<file path="src/rtl/bsg_fma_pkg.sv">
// bsg_fma_pkg: shared types and constants for the FMA auxiliary cross-term adder.
package bsg_fma_pkg;
    localparam int pipe_depth_lp = 2;
    localparam int pp_max_width_lp = 64;
    typedef logic [pp_max_width_lp-1:0] pp_row_t;
    // One partial-product row: the extended operand shifted into place when its multiplier bit is set.
    function automatic pp_row_t pp_row(input pp_row_t op_x, input logic en, input int sh);
        return en ? (op_x << sh) : '0;
    endfunction
endpackage

</file>
<file path="src/rtl/bsg_adder_wallace_tree.sv">
// bsg_adder_wallace_tree: carry-save reduction of iter_step_p rows into two vectors whose sum is the row sum mod 2^width_p.
module bsg_adder_wallace_tree #(
    parameter int width_p = 8,
    parameter int iter_step_p = 16
) (
    input  logic [iter_step_p-1:0][width_p-1:0] ops_i,
    output logic [width_p-1:0]                  resA_o,
    output logic [width_p-1:0]                  resB_o
);
    always_comb begin
        logic [width_p-1:0] s;
        logic [width_p-1:0] c;
        s = '0;
        c = '0;
        for (int i = 0; i < iter_step_p; i++) begin
            {s, c} = {s ^ c ^ ops_i[i], ((s & c) | (s & ops_i[i]) | (c & ops_i[i])) << 1};
        end
        resA_o = s;
        resB_o = c;
    end
endmodule

</file>
<file path="src/rtl/bsg_fma_aux_adder_stage.sv">
// bsg_fma_aux_adder_stage: one valid/ready pipeline register; loads when empty or when its output is taken.
module bsg_fma_aux_adder_stage #(
    parameter int width_p = 8
) (
    input  logic               clk_i,
    input  logic               reset_i,
    input  logic               v_i,
    output logic               ready_o,
    input  logic [width_p-1:0] data_i,
    output logic               v_o,
    output logic [width_p-1:0] data_o,
    input  logic               yumi_i
);
    assign ready_o = ~v_o | yumi_i;
    always_ff @(posedge clk_i) begin
        if (reset_i) begin
            v_o    <= 1'b0;
            data_o <= '0;
        end else if (ready_o) begin
            v_o <= v_i;
            if (v_i) data_o <= data_i;
        end
    end
endmodule

</file>
<file path="src/rtl/bsg_fma_aux_adder_pipe.sv">
// bsg_fma_aux_adder_pipe: two-stage pipelined (a_h*b_l + a_l*b_h) mod 2^out_width_p with tag passthrough.
module bsg_fma_aux_adder_pipe
    import bsg_fma_pkg::*;
#(
    parameter int e_p = 8,
    parameter int out_width_p = 8,
    parameter int tag_width_p = 4
) (
    input  logic                   clk_i,
    input  logic                   reset_i,
    input  logic                   v_i,
    output logic                   ready_o,
    input  logic [e_p-1:0]         a_l_i,
    input  logic [e_p-1:0]         a_h_i,
    input  logic                   a_signed_i,
    input  logic [e_p-1:0]         b_l_i,
    input  logic [e_p-1:0]         b_h_i,
    input  logic                   b_signed_i,
    input  logic [tag_width_p-1:0] tag_i,
    output logic                   v_o,
    input  logic                   yumi_i,
    output logic [out_width_p-1:0] mod_o,
    output logic [tag_width_p-1:0] tag_o
);
    localparam int s1_w_lp = 2*out_width_p + tag_width_p;
    localparam int s2_w_lp = out_width_p + tag_width_p;
    pp_row_t a_h_x, b_h_x;
    logic [2*e_p-1:0][out_width_p-1:0] rows;
    logic [out_width_p-1:0] csa_a, csa_b, s1_a, s1_b;
    logic [tag_width_p-1:0] s1_tag;
    logic [s1_w_lp-1:0] s1_data;
    logic s1_v, s2_ready;
    // High halves carry an extra sign bit that is only set for signed negative operands.
    assign a_h_x = pp_row_t'(signed'({a_signed_i & a_h_i[e_p-1], a_h_i}));
    assign b_h_x = pp_row_t'(signed'({b_signed_i & b_h_i[e_p-1], b_h_i}));
    always_comb begin
        rows = '0;
        for (int i = 0; i < e_p; i++) begin
            rows[i]     = out_width_p'(pp_row(a_h_x, b_l_i[i], i));
            rows[e_p+i] = out_width_p'(pp_row(b_h_x, a_l_i[i], i));
        end
    end
    bsg_adder_wallace_tree #(.width_p(out_width_p), .iter_step_p(2*e_p)) wt (
        .ops_i (rows),
        .resA_o(csa_a),
        .resB_o(csa_b)
    );
    bsg_fma_aux_adder_stage #(.width_p(s1_w_lp)) s1 (
        .clk_i  (clk_i),
        .reset_i(reset_i),
        .v_i    (v_i),
        .ready_o(ready_o),
        .data_i ({csa_a, csa_b, tag_i}),
        .v_o    (s1_v),
        .data_o (s1_data),
        .yumi_i (s1_v & s2_ready)
    );
    assign {s1_a, s1_b, s1_tag} = s1_data;
    bsg_fma_aux_adder_stage #(.width_p(s2_w_lp)) s2 (
        .clk_i  (clk_i),
        .reset_i(reset_i),
        .v_i    (s1_v),
        .ready_o(s2_ready),
        .data_i ({s1_a + s1_b, s1_tag}),
        .v_o    (v_o),
        .data_o ({mod_o, tag_o}),
        .yumi_i (yumi_i)
    );
endmodule

</file>
<file path="config.mk">
export PLATFORM = sky130hd
export DESIGN_NAME = bsg_fma_aux_adder_pipe
export DESIGN_NICKNAME = d
export VERILOG_FILES = /design/src/rtl/bsg_fma_pkg.sv /design/src/rtl/bsg_adder_wallace_tree.sv /design/src/rtl/bsg_fma_aux_adder_stage.sv /design/src/rtl/bsg_fma_aux_adder_pipe.sv
export SDC_FILE = /design/constraint.sdc
export NUM_CORES = 1
export LEC_CHECK = 0
export ABC_CLOCK_PERIOD_IN_PS = 10100
export CAP_MARGIN = 15
export CORE_MARGIN = 3
export CORE_UTILIZATION = 52
export DETAILED_ROUTE_END_ITERATION = 6
export PLACE_DENSITY = 0.82
export RECOVER_POWER = 25
export SLEW_MARGIN = 20
export SYNTH_ARGS = -nofsm -noshare
export SYNTH_HDL_FRONTEND = slang
export SYNTH_SLANG_ARGS = --single-unit
</file>
<file path="constraint.sdc">
create_clock -name clk_i -period 10.1 [get_ports clk_i]
set_input_delay 2.02 -clock clk_i [delete_from_list [all_inputs] [get_ports clk_i]]
set_output_delay 2.02 -clock clk_i [all_outputs]
set_load 0.02 [all_outputs]
</file>
# Word-level counts from Yosys, hierarchy flattened
# Cells that the tools add are included.
# op_classes
add_sub_neg,1
mux,16
bitwise_logic,105
n_reduce_logical,2
# ops
cell,n
$and 7x7->7,43
$xor 8x8->8,29
$or 7x7->7,28
$mux 8,16
$add 8x8->8,1
$reduce_and 2->1,2
$not 1->1,2
$or 1x1->1,2
$and 1x1->1,1
# totals
regBits,33
input_bits,42
out_inout_bits,14
word_cells,128

# Longest topological paths before layout
# Gate-level depths: netlist (run 1).
# logic_depth
word_depth,44
depth_mapped,28
depth_no_buf,28

# Hierarchy
# From an unflattened synthesis (run 1), not the netlist that was laid out.
# hier_totals
cells_unflattened,436
hier_area_um2,4710.8
# modules_own_cells
mod,instances,cells_each,area_each_um2,seq_area_each_um2
bsg_adder_wallace_tree,1,166,2356.0,0.0
bsg_fma_aux_adder_stage at s1,1,96,985.9,420.4
bsg_fma_aux_adder_pipe,1,115,770.7,0.0
bsg_fma_aux_adder_stage at s2,1,59,598.1,260.2

# Least setup slack after synthesis (run 1)
# Ideal clock, no wire load.
# synth_timing
path_kind,input -> register
from,input b_l_i[1]
to,register s1.data_o[19]
setup_time_ns,0.114
arrival_time_ns,8.975
t_required_ns,9.986
slack_ns,1.010
cell_stages,26
path_buffers,0
path_cell_list,and2_1 -> ha_1 -> inv_1 -> fa_1 -> inv_1 -> fa_1 -> fa_1 -> fa_1 -> fa_1 -> ha_1 -> inv_1 -> fa_1 -> inv_1 -> fa_1 -> fa_1 -> fa_1 -> inv_1 -> fa_1 -> fa_1 -> xor2_1 -> xnor2_1 -> xnor2_1 -> xnor2_1 -> xnor3_1 -> nand2_1 -> a21oi_2
# synth_via
elab_chain_len,36
elab_cells_between_ends,96
classes_between,mux: 1; bitwise: 95
# synth_rtl
element,line_no,rtl
start: declaration,bsg_fma_aux_adder_pipe.sv:16,"input logic [e_p-1:0] b_l_i,"
$mux 8 (*),bsg_fma_pkg.sv:8,return en ? (op_x << sh) : '0;
$xor 8x8->8,bsg_adder_wallace_tree.sv:16,"{s, c} = {s ^ c ^ ops_i[i], ((s & c) | (s & ops_i[i]) | (c & ops_i[i])) << 1};"
$and 7x7->7 / $xor 8x8->8 (equally long branches),bsg_adder_wallace_tree.sv:16,
$or 7x7->7 / $xor 8x8->8 (equally long branches),bsg_adder_wallace_tree.sv:16,
"$or 7x7->7, or another cell as far along",bsg_adder_wallace_tree.sv:16,
"$and 7x7->7, or another cell as far along",bsg_adder_wallace_tree.sv:16,
"$or 7x7->7, or another cell as far along (2 in a row)",bsg_adder_wallace_tree.sv:16,
"$and 7x7->7, or another cell as far along",bsg_adder_wallace_tree.sv:16,
[... 6 more ...],n/a,
"$or 7x7->7, or another cell as far along (2 in a row)",bsg_adder_wallace_tree.sv:16,
"$and 7x7->7, or another cell as far along",bsg_adder_wallace_tree.sv:16,
"$or 7x7->7, or another cell as far along (2 in a row)",bsg_adder_wallace_tree.sv:16,
"$xor 8x8->8, or another cell as far along (10 in a row)",bsg_adder_wallace_tree.sv:16,
$xor 8x8->8 / $or 7x7->7 (equally long branches),bsg_adder_wallace_tree.sv:16,
"$xor 8x8->8, or another cell as far along",bsg_adder_wallace_tree.sv:16,
$xor 8x8->8 / $or 7x7->7 (equally long branches) (2 in a row),bsg_adder_wallace_tree.sv:16,
$xor 8x8->8 (*) (2 in a row),bsg_adder_wallace_tree.sv:16,
end signal: assignment,bsg_fma_aux_adder_stage.sv:21,if (v_i) data_o <= data_i;
end: declaration,bsg_fma_aux_adder_stage.sv:11,"output logic [width_p-1:0] data_o,"
# Mark *: on every way between the ends. The rest lies on a longest branch, timed or not.
# A chain may end at the register's enable or synchronous reset.

# Final worst setup path (run 1)
# layout_timing
from,input b_l_i[0]
to,register s1.data_o[19]
# layout_via
elab_chain_len,37
elab_cells_between_ends,96
classes_between,mux: 1; bitwise: 95
# layout_rtl
element,line_no
$mux 8 (*),bsg_fma_pkg.sv:8
$xor 8x8->8,bsg_adder_wallace_tree.sv:16
$and 7x7->7 / $xor 8x8->8 (equally long branches),bsg_adder_wallace_tree.sv:16
$or 7x7->7 / $xor 8x8->8 (equally long branches),bsg_adder_wallace_tree.sv:16
"$or 7x7->7, or another cell as far along",bsg_adder_wallace_tree.sv:16
"$and 7x7->7, or another cell as far along",bsg_adder_wallace_tree.sv:16
"$or 7x7->7, or another cell as far along (2 in a row)",bsg_adder_wallace_tree.sv:16
"$and 7x7->7, or another cell as far along",bsg_adder_wallace_tree.sv:16
[... 9 more ...],n/a
"$or 7x7->7, or another cell as far along (2 in a row)",bsg_adder_wallace_tree.sv:16
"$and 7x7->7, or another cell as far along",bsg_adder_wallace_tree.sv:16
"$or 7x7->7, or another cell as far along (2 in a row)",bsg_adder_wallace_tree.sv:16
"$xor 8x8->8, or another cell as far along (8 in a row)",bsg_adder_wallace_tree.sv:16
$xor 8x8->8 / $or 7x7->7 (equally long branches),bsg_adder_wallace_tree.sv:16
"$xor 8x8->8, or another cell as far along",bsg_adder_wallace_tree.sv:16
$xor 8x8->8 / $or 7x7->7 (equally long branches) (2 in a row),bsg_adder_wallace_tree.sv:16
$xor 8x8->8 (*) (2 in a row),bsg_adder_wallace_tree.sv:16
# Marks and branches as above.

==> impl_metrics.ini, run 1 <==
[clock_tree]
cts-root-buf = clkbuf_8
clock_path_buffers = 2
clock-sinks = 26
cts_buffers = 3
tritoncts = yes
path_clk_slew_ns = 0.08
htree_levels = 1
clock_latency_ns = 0.25
ctsHoldBuffers = 0

[synthesis]
synth_top_cell_area_share = 0.2829
syn_area_per_cell_um2 = 9.197
synthFlopType = dfxtp_1
ys_types = 21
synth_area_um2 = 2547
ys_warn_count = 0
ys_ff_latch = 26
yosysSeqAreaShare = 0.2043
syn-instance-count = 277
synth_area_leader_cell = fa_1
synth_edf_count = 0
synth.most_common_cell = nand2_1
synth.area.top_cells = fa_1 28%, dfxtp_1 20%, and2_1 9.8%, nand2_1 7.2%, xnor2_1 7.2%
async_reset_ff_frac = 0
synth_commonest_cells = 49 x nand2_1, 40 x and2_1, 36 x fa_1
synth_fp_nets = 368

[power_and_ir_drop]
vdd_ir_drop_max_uv = 220.6
p_leak_nw = 1.460
p_per_area_nw_per_um2 = 214.6

[die]
pin_count = 56
start_util = 0.5618
die_x_um = 75.99
die_area_um2 = 5774
core_um2 = 4534
die_h_um = 75.99
row_count = 24

[sta]
layout_setup_ws_ns = 0.4204
setup_violations = 0
post-route-period-util = 0.9584
period_needed_ns = 9.680
max-slew-margin-rel = 0.3889
skew_ns = 0.001130
rsz0062_at_grt = false
tns_ns = 0
final_hold_viol_count = 0
fmax_mhz = 103.3
worst_pin_slew_ns = 0.9136
slew_viol_final = 0

[drt]
drc = 0
drt_iter0_markers = 76
wire_per_inst_um = 11.98
drt_wl_total_um = 4722
drt-pass1-iter-count = 4
vias = 1890
via_per_inst = 4.797
ant_nets = 0

[worst_hold_path]
hold_start = s1.data_o[1]$_SDFFE_PP0P_
hp-class = reg -> reg

[critical_path]
cp.required_ns = 10.21
worstSetupStartpoint = b_l_i[0]
crit_path_max_fanout = 5
cp-end-kind = flip-flop
arrival_ns = 9.79
crit_path_start_kind = primary input
reg2reg_from = s2.v_o$_SDFFE_PP0P_
path_class = in -> reg

[status]
outcome = completed

[place]
dp_cells = 391
hpwlAfterDp_um = 4132
postPlaceCellArea_um2 = 3128
globalplace.congestion = 0.8266
dp_slack_ns = 0.1005
numPortBuffers = 53

[global_routing]
grt_antenna_before_repair = 0
grt_pass1_vias = 2011
grtUsageTotal = 0.1767
grt_pass1_wl_um = 8604
grt_max_degree = 27
grt_overflow = 0

[job]
drv_cap = 0

[cells_and_area]
syn_to_final_growth_pct = 24.61
final_cell_area_um2 = 3174
fin_nets = 422
fin_cells = 394
drive_above_1_share = 0.01824
utilization = 0.7001
antenna_cells = 0
nFillCells = 387
cell type report:
class	count	area, µm²	share of cell area
inverters	33	123.9	0.03902
repair buffers	55	550.5	0.1734
multi-input cells	212	1857	0.5849
flip-flops and latches	26	520.5	0.1640
well taps	65	81.33	0.02562
clock buffers	3	41.29	0.01301
sequential cells by signal, indices dropped and copies added (netlist names):
name / count
s1.v_o: 1
s1.data_o: 12
s2.data_o: 12
s2.v_o: 1
stage by stage:
step	power (mW)	hold slack (ns)
floorplan	0.5259	0.4357
global placement	0.6187	0.4421
detailed placement	0.6304	0.4473
CTS	0.6895	0.4582
global route	0.7645	0.4839
finish	0.6812	0.4585
timing repair:
| item | CTS | global route |
|---|---|---|
| endpoints found under the setup margin | 0 | 1 |
| resized for setup | 0 | 2 |
| setup buffers | 0 | 0 |
path summary, 6_finish.rpt:
kind / to / slack (ns) / depth (start not counted)
max: s1.data_o[19]$_SDFFE_PP0P_ / 0.42 / 27
min: s1.data_o[1]$_SDFFE_PP0P_ / 0.46 / 2
max reg2reg: s2.data_o[4]$_SDFFE_PP0P_ / 8.43 / 4
min reg2reg: s1.data_o[1]$_SDFFE_PP0P_ / 0.46 / 2
worst max-delay path, stage by stage:
cell,delay [ns]
clkdlybuf4s50_1,0.47
and2_1,0.17
ha_1,0.26
inv_1,0.04
fa_1,0.47
inv_1,0.05
fa_1,0.49
fa_1,0.43
fa_1,0.51
fa_1,0.43
ha_1,0.29
inv_1,0.05
fa_1,0.48
inv_1,0.05
fa_1,0.49
fa_1,0.43
fa_1,0.49
inv_1,0.05
fa_1,0.45
fa_1,0.42
xor2_1,0.17
xnor2_1,0.19
xnor2_1,0.15
xnor2_1,0.15
xnor3_1,0.44
nand2_1,0.10
a21oi_2,0.06
per-layer routing:
layer  vias up  GRT usage  share of wire
li1        949          -              -
met1       886     0.2225           0.43
met2        53     0.3227           0.52
met3         2    0.02719          0.045
met4         0    0.03442         0.0049
met5         -          0              0
where the power goes:
group | leakage [nW] | switching (mW) | internal, mW
Clock | 0.0216 | 0.0269 | 0.0265
Sequential | 0.213 | 0.00562 | 0.115
Combinational | 1.23 | 0.231 | 0.276
Total | 1.46 | 0.264 | 0.418
cells in the final DEF (no fill, tap or decap):
cell,Yosys,routed
ha_1,13,13
dlygate4sd3_1,0,9
clkbuf_8,0,3
dfxtp_1,26,26
buf_4,1,2
nand2_1,49,49
nand2b_1,1,1
xnor3_1,1,1
clkdlybuf4s50_1,0,42
fa_1,36,36
nor2b_1,1,1
and2_1,40,40
a21oi_2,1,1
mux2i_1,12,12
a211oi_1,5,5
dlymetal6s2s_1,0,2
xor2_1,5,5
nor2_1,20,20
xnor2_1,21,21
a21oi_1,7,7
inv_1,33,33
logic make-up after synthesis:
family,synth area share
and+or+nand+nor,0.2048
adders and majority gates,0.3468
buffers and inverters,0.06680
xor gates and xnor gates,0.09823
DFF,0.2043
AOI/OAI and AO/OA,0.03193
muxes,0.04715
(Power assumes the default switching activity.)
==> inputs of run 2 (changes only) <==
- CORE_UTILIZATION: 52 -> 27
- CTS_CLUSTER_SIZE: unset -> 14
- PLACE_DENSITY: 0.82 -> unset
- SETUP_SLACK_MARGIN: unset -> 0.4
==> impl_metrics.ini, run 2 (same netlist as run 1, synthesis figures left out) <==
[clock_tree]
cts_buffers = 3
path_clk_slew_ns = 0.08
clock_latency_ns = 0.26
htree_levels = 1
clock-sinks = 26
cts-root-buf = clkbuf_8
ctsHoldBuffers = 0
tritoncts = yes
clock_path_buffers = 2

[drt]
wire_per_inst_um = 11.77
drt-pass1-iter-count = 3
vias = 1894
drc = 0
drt_iter0_markers = 15
drt_wl_total_um = 5168
via_per_inst = 4.314
ant_nets = 0

[global_routing]
grt_antenna_before_repair = 0
grtUsageTotal = 0.1068
grt_overflow = 0
grt_pass1_vias = 2066
grt_max_degree = 27
grt_pass1_wl_um = 9246

[cells_and_area]
antenna_cells = 0
final_common_cell = nand2_1
drive_above_1_share = 0.04532
layout_common_cells = 49 x nand2_1, 38 x and2_1, 37 x clkdlybuf4s50_1
utilization = 0.3643
final_cell_area_um2 = 3254
top_regs = s1.data_o: 12 flops, s2.data_o: 12 flops
fin_nets = 423
syn_to_final_growth_pct = 27.75
nFillCells = 963
fin_cells = 439

[place]
dp_slack_ns = -0.01960
hpwlAfterDp_um = 4417
numPortBuffers = 53
postPlaceCellArea_um2 = 3189
dp_cells = 435
globalplace.congestion = 0.8205

[sta]
whs_ns = 0.4578
final_hold_viol_count = 0
setup_violations = 0
post-route-period-util = 0.9280
period_needed_ns = 9.373
max-slew-margin-rel = 0.3647
fmax_mhz = 106.7
tns_ns = 0
slew_viol_final = 0
rsz0062_at_grt = false
layout_setup_ws_ns = 0.7267
worst_pin_slew_ns = 0.9498
skew_ns = 0.003411

[critical_path]
critical_path.max_stage_delay_ns = 0.52
path_common_cell = fa_1
rr_endpoint = s2.data_o[5]$_SDFFE_PP0P_
crit_slowest_cell = fa_1
reg2reg_from = s2.v_o$_SDFFE_PP0P_
crit_path_start_kind = primary input
path_class = in -> reg
rr_worst_depth = 4
rrSetupSlack_ns = 8.46
crit_path_max_fanout = 5
cp-end-kind = flip-flop
arrival_ns = 9.49
cp.required_ns = 10.22

[power_and_ir_drop]
vdd_ir_drop_max_uv = 174.2
power_mw = 0.7042
p_per_area_nw_per_um2 = 216.4
p_leak_nw = 1.497

[worst_hold_path]
hold_end = s1.data_o[0]$_SDFFE_PP0P_
hp-class = reg -> reg
hold_path_depth = 2
hold_start = s1.data_o[0]$_SDFFE_PP0P_

[die]
die_area_um2 = 10640
core_um2 = 8934
row_count = 34
die_x_um = 103.1
die_h_um = 103.1
start_util = 0.2852
pin_count = 56

[status]
outcome = completed

[job]
drv_cap = 0
==> run 2: what timing repair did <==
action	4_1_cts	5_1_grt
setup buffers	0	0
pin swaps	1	12
gates resized for setup	4	13
setup endpoints to repair	1	1
==> run 2: worst max-delay path by stage <==
stage                                 endpoint  slack, ns     start
floorplan           s1.data_o[19]$_SDFFE_PP0P_       1.01  b_l_i[1]
global placement    s1.data_o[19]$_SDFFE_PP0P_       0.05  b_l_i[0]
detailed placement  s1.data_o[19]$_SDFFE_PP0P_      -0.02  b_l_i[0]
CTS                 s1.data_o[19]$_SDFFE_PP0P_       0.53  a_h_i[4]
global route        s1.data_o[19]$_SDFFE_PP0P_       0.40  b_l_i[0]
finish              s1.data_o[19]$_SDFFE_PP0P_       0.73  b_l_i[1]
==> run 2: per-layer routing <==
layer	GRT usage	part of all wire	up-vias
met2	0.1806	0.47	44
met1	0.1465	0.48	897
met4	0.01892	0.0023	0
met5	0	0	-
met3	0.01556	0.045	2
li1	-	-	951
==> run 2: final cells by class <==
cell class | count | area [µm²] | share of cell area
Timing Repair Buffer | 56 | 548.0 | 0.1684
Clock buffer | 4 | 55.05 | 0.01692
Multi-Input combinational cell | 212 | 1872 | 0.5752
Inverter | 33 | 123.9 | 0.03806
Tap cell | 108 | 135.1 | 0.04152
Sequential cell | 26 | 520.5 | 0.1599
==> run 2: critical path: cells and delay by family <==
family | cells | cell delay, ns
AO/OA/AOI/OAI | 1 | 0.06
XOR/XNOR | 5 | 0.89
AND/OR/NAND/NOR | 2 | 0.25
buffers and inverters | 6 | 0.39
adder cells (fa/ha/maj) | 13 | 5.86
==> run 2: report_power, final <==
| part | switching [mW] | internal (mW) | total, mW | leakage [nW] |
|---|---|---|---|---|
| Clock | 0.0308 | 0.0348 | 0.0656 | 0.0288 |
| Combinational | 0.244 | 0.274 | 0.518 | 1.26 |
| Sequential | 0.00540 | 0.115 | 0.120 | 0.213 |
| Total | 0.280 | 0.424 | 0.704 | 1.50 |
==> inputs of run 3 (changes only) <==
- CORE_MARGIN: 3 -> 4
- GPL_TIMING_DRIVEN: unset -> 0
- SKIP_LAST_GASP: unset -> 1
==> impl_metrics.ini, run 3 (same netlist as run 1, synthesis figures left out) <==
[sta]
tns_ns = 0
whs_ns = 0.4567
worst_pin_slew_ns = 0.4592
setup_violations = 0
rsz0062_at_grt = false
post-route-period-util = 0.9271
layout_setup_ws_ns = 0.7365
fmax_mhz = 106.8
skew_ns = 0.004011
final_hold_viol_count = 0
max-slew-margin-rel = 0.6939
period_needed_ns = 9.364
slew_viol_final = 0

[power_and_ir_drop]
p_per_area_nw_per_um2 = 217.1
power_mw = 0.7116
p_leak_nw = 1.462
vdd_ir_drop_max_uv = 99.35

[global_routing]
grt_max_degree = 16
grtUsageTotal = 0.1017
grt_overflow = 0
grt_pass1_vias = 1926
grt_antenna_before_repair = 0
grt_pass1_wl_um = 9335

[die]
row_count = 35
start_util = 0.2770
die_h_um = 105.1
die_area_um2 = 11050
core_um2 = 9196
pin_count = 56
die_x_um = 105.1

[place]
numPortBuffers = 52
globalplace.congestion = 0.7888
dp_slack_ns = 0.04300
hpwlAfterDp_um = 4637

[critical_path]
crit_path_max_fanout = 3
worstSetupStartpoint = a_h_i[5]
crit_path_start_kind = primary input
arrival_ns = 9.53
path_class = in -> reg
cp.required_ns = 10.27
reg2reg_from = s2.v_o$_SDFFE_PP0P_
cp-end-kind = flip-flop

[cells_and_area]
layout_common_cells = 49 x nand2_1, 43 x clkdlybuf4s50_1, 40 x and2_1
multi_input_area_um2 = 1859
nFillCells = 964
final_common_cell = nand2_1
fin_nets = 425
utilization = 0.3565
drive_above_1_share = 0.03003
syn_to_final_growth_pct = 28.68
top_regs = s1.data_o: 12 flops, s2.data_o: 12 flops
seqCellArea_um2 = 520.5
antenna_cells = 0

[clock_tree]
tritoncts = yes
clock_path_buffers = 2
clock_latency_ns = 0.26
cts-root-buf = clkbuf_8
path_clk_slew_ns = 0.09
htree_levels = 1
clock-sinks = 26
cts_buffers = 3
post_cts_buffers = 0

[drt]
wire_per_inst_um = 11.83
vias = 1868
ant_nets = 0
drt_iter0_markers = 27
drt-pass1-iter-count = 4
drt_wl_total_um = 5251
via_per_inst = 4.207
drc = 0

[worst_hold_path]
hp-class = reg -> reg
hold_start = s1.data_o[1]$_SDFFE_PP0P_

[status]
outcome = completed

[job]
drv_cap = 0
==> run 3: cell types whose count changed in the layout (fill, tap and decap cells not counted), moves of 2 or more <==
cell,previous run,this run
and2_4,2,0
dlygate4sd3_1,9,7
buf_4,3,1
clkdlybuf4s50_1,37,43
dlygate4sd2_1,0,2
clkbuf_2,2,0
clkbuf_1,0,2
and2_1,38,40
dlymetal6s2s_1,4,0
==> run 3: layout make-up <==
| type | instances | share of cell area |
|---|---|---|
| multi-input cells | 212 | 0.5672 |
| flip-flops and latches | 26 | 0.1588 |
| plain buffers | 6 | 0.01412 |
| clock buffers | 3 | 0.01260 |
| clock inverters | 1 | 0.009160 |
| well taps | 111 | 0.04237 |
| repair buffers | 52 | 0.1580 |
| inverters | 33 | 0.03779 |
==> run 3: power by group <==
part / internal (mW) / total [mW] / leakage, nW / switching, mW
Sequential: 0.115 / 0.121 / 0.213 / 0.00603
Combinational: 0.267 / 0.507 / 1.21 / 0.239
Clock: 0.0529 / 0.0838 / 0.0357 / 0.0308
Total: 0.436 / 0.712 / 1.46 / 0.276
==> run 3: final timing paths <==
| path | endpoint | depth (start not counted) | slack, ns |
|---|---|---|---|
| max | s1.data_o[19]$_SDFFE_PP0P_ | 27 | 0.74 |
| min | s1.data_o[1]$_SDFFE_PP0P_ | 2 | 0.46 |
| max reg2reg | s2.data_o[11]$_SDFFE_PP0P_ | 5 | 8.60 |
| min reg2reg | s1.data_o[1]$_SDFFE_PP0P_ | 2 | 0.46 |
==> run 3: repair_timing <==
item                                    4_1_cts  5_1_grt
hold buffers                                  0        0
hold endpoints to repair                      0        0
endpoints found under the setup margin        1        1
pin swaps                                     0        1
gates resized for setup                       2        1
==> run 3: per-layer routing <==
metal,wire length [µm],part of all wire,up-vias,global-route usage
li1,-,-,950,-
met1,2280,0.43,870,0.1351
met2,2598,0.49,44,0.1728
met3,309,0.059,4,0.01977
met4,63,0.012,0,0.01874
met5,0,0,-,0
==> run 3: critical path, cell delays in order <==
cell	delay [ns]
clkdlybuf4s50_1	0.44
and2_1	0.15
ha_1	0.27
inv_1	0.04
fa_1	0.48
inv_1	0.06
fa_1	0.49
fa_1	0.44
fa_1	0.51
fa_1	0.42
ha_1	0.28
inv_1	0.05
fa_1	0.48
inv_1	0.06
fa_1	0.50
fa_1	0.43
fa_1	0.49
inv_1	0.05
fa_1	0.46
fa_2	0.37
xor2_1	0.16
xnor2_1	0.19
xnor2_1	0.15
xnor2_1	0.15
xnor3_1	0.26
nand2_1	0.10
a21oi_2	0.05
==> run 3: through the flow <==
stage,std cells,instance area (µm²)
floorplan,277,2547
global placement,440,3207
detailed placement,440,3207
CTS,444,3276
global route,444,3278
finish,444,3278
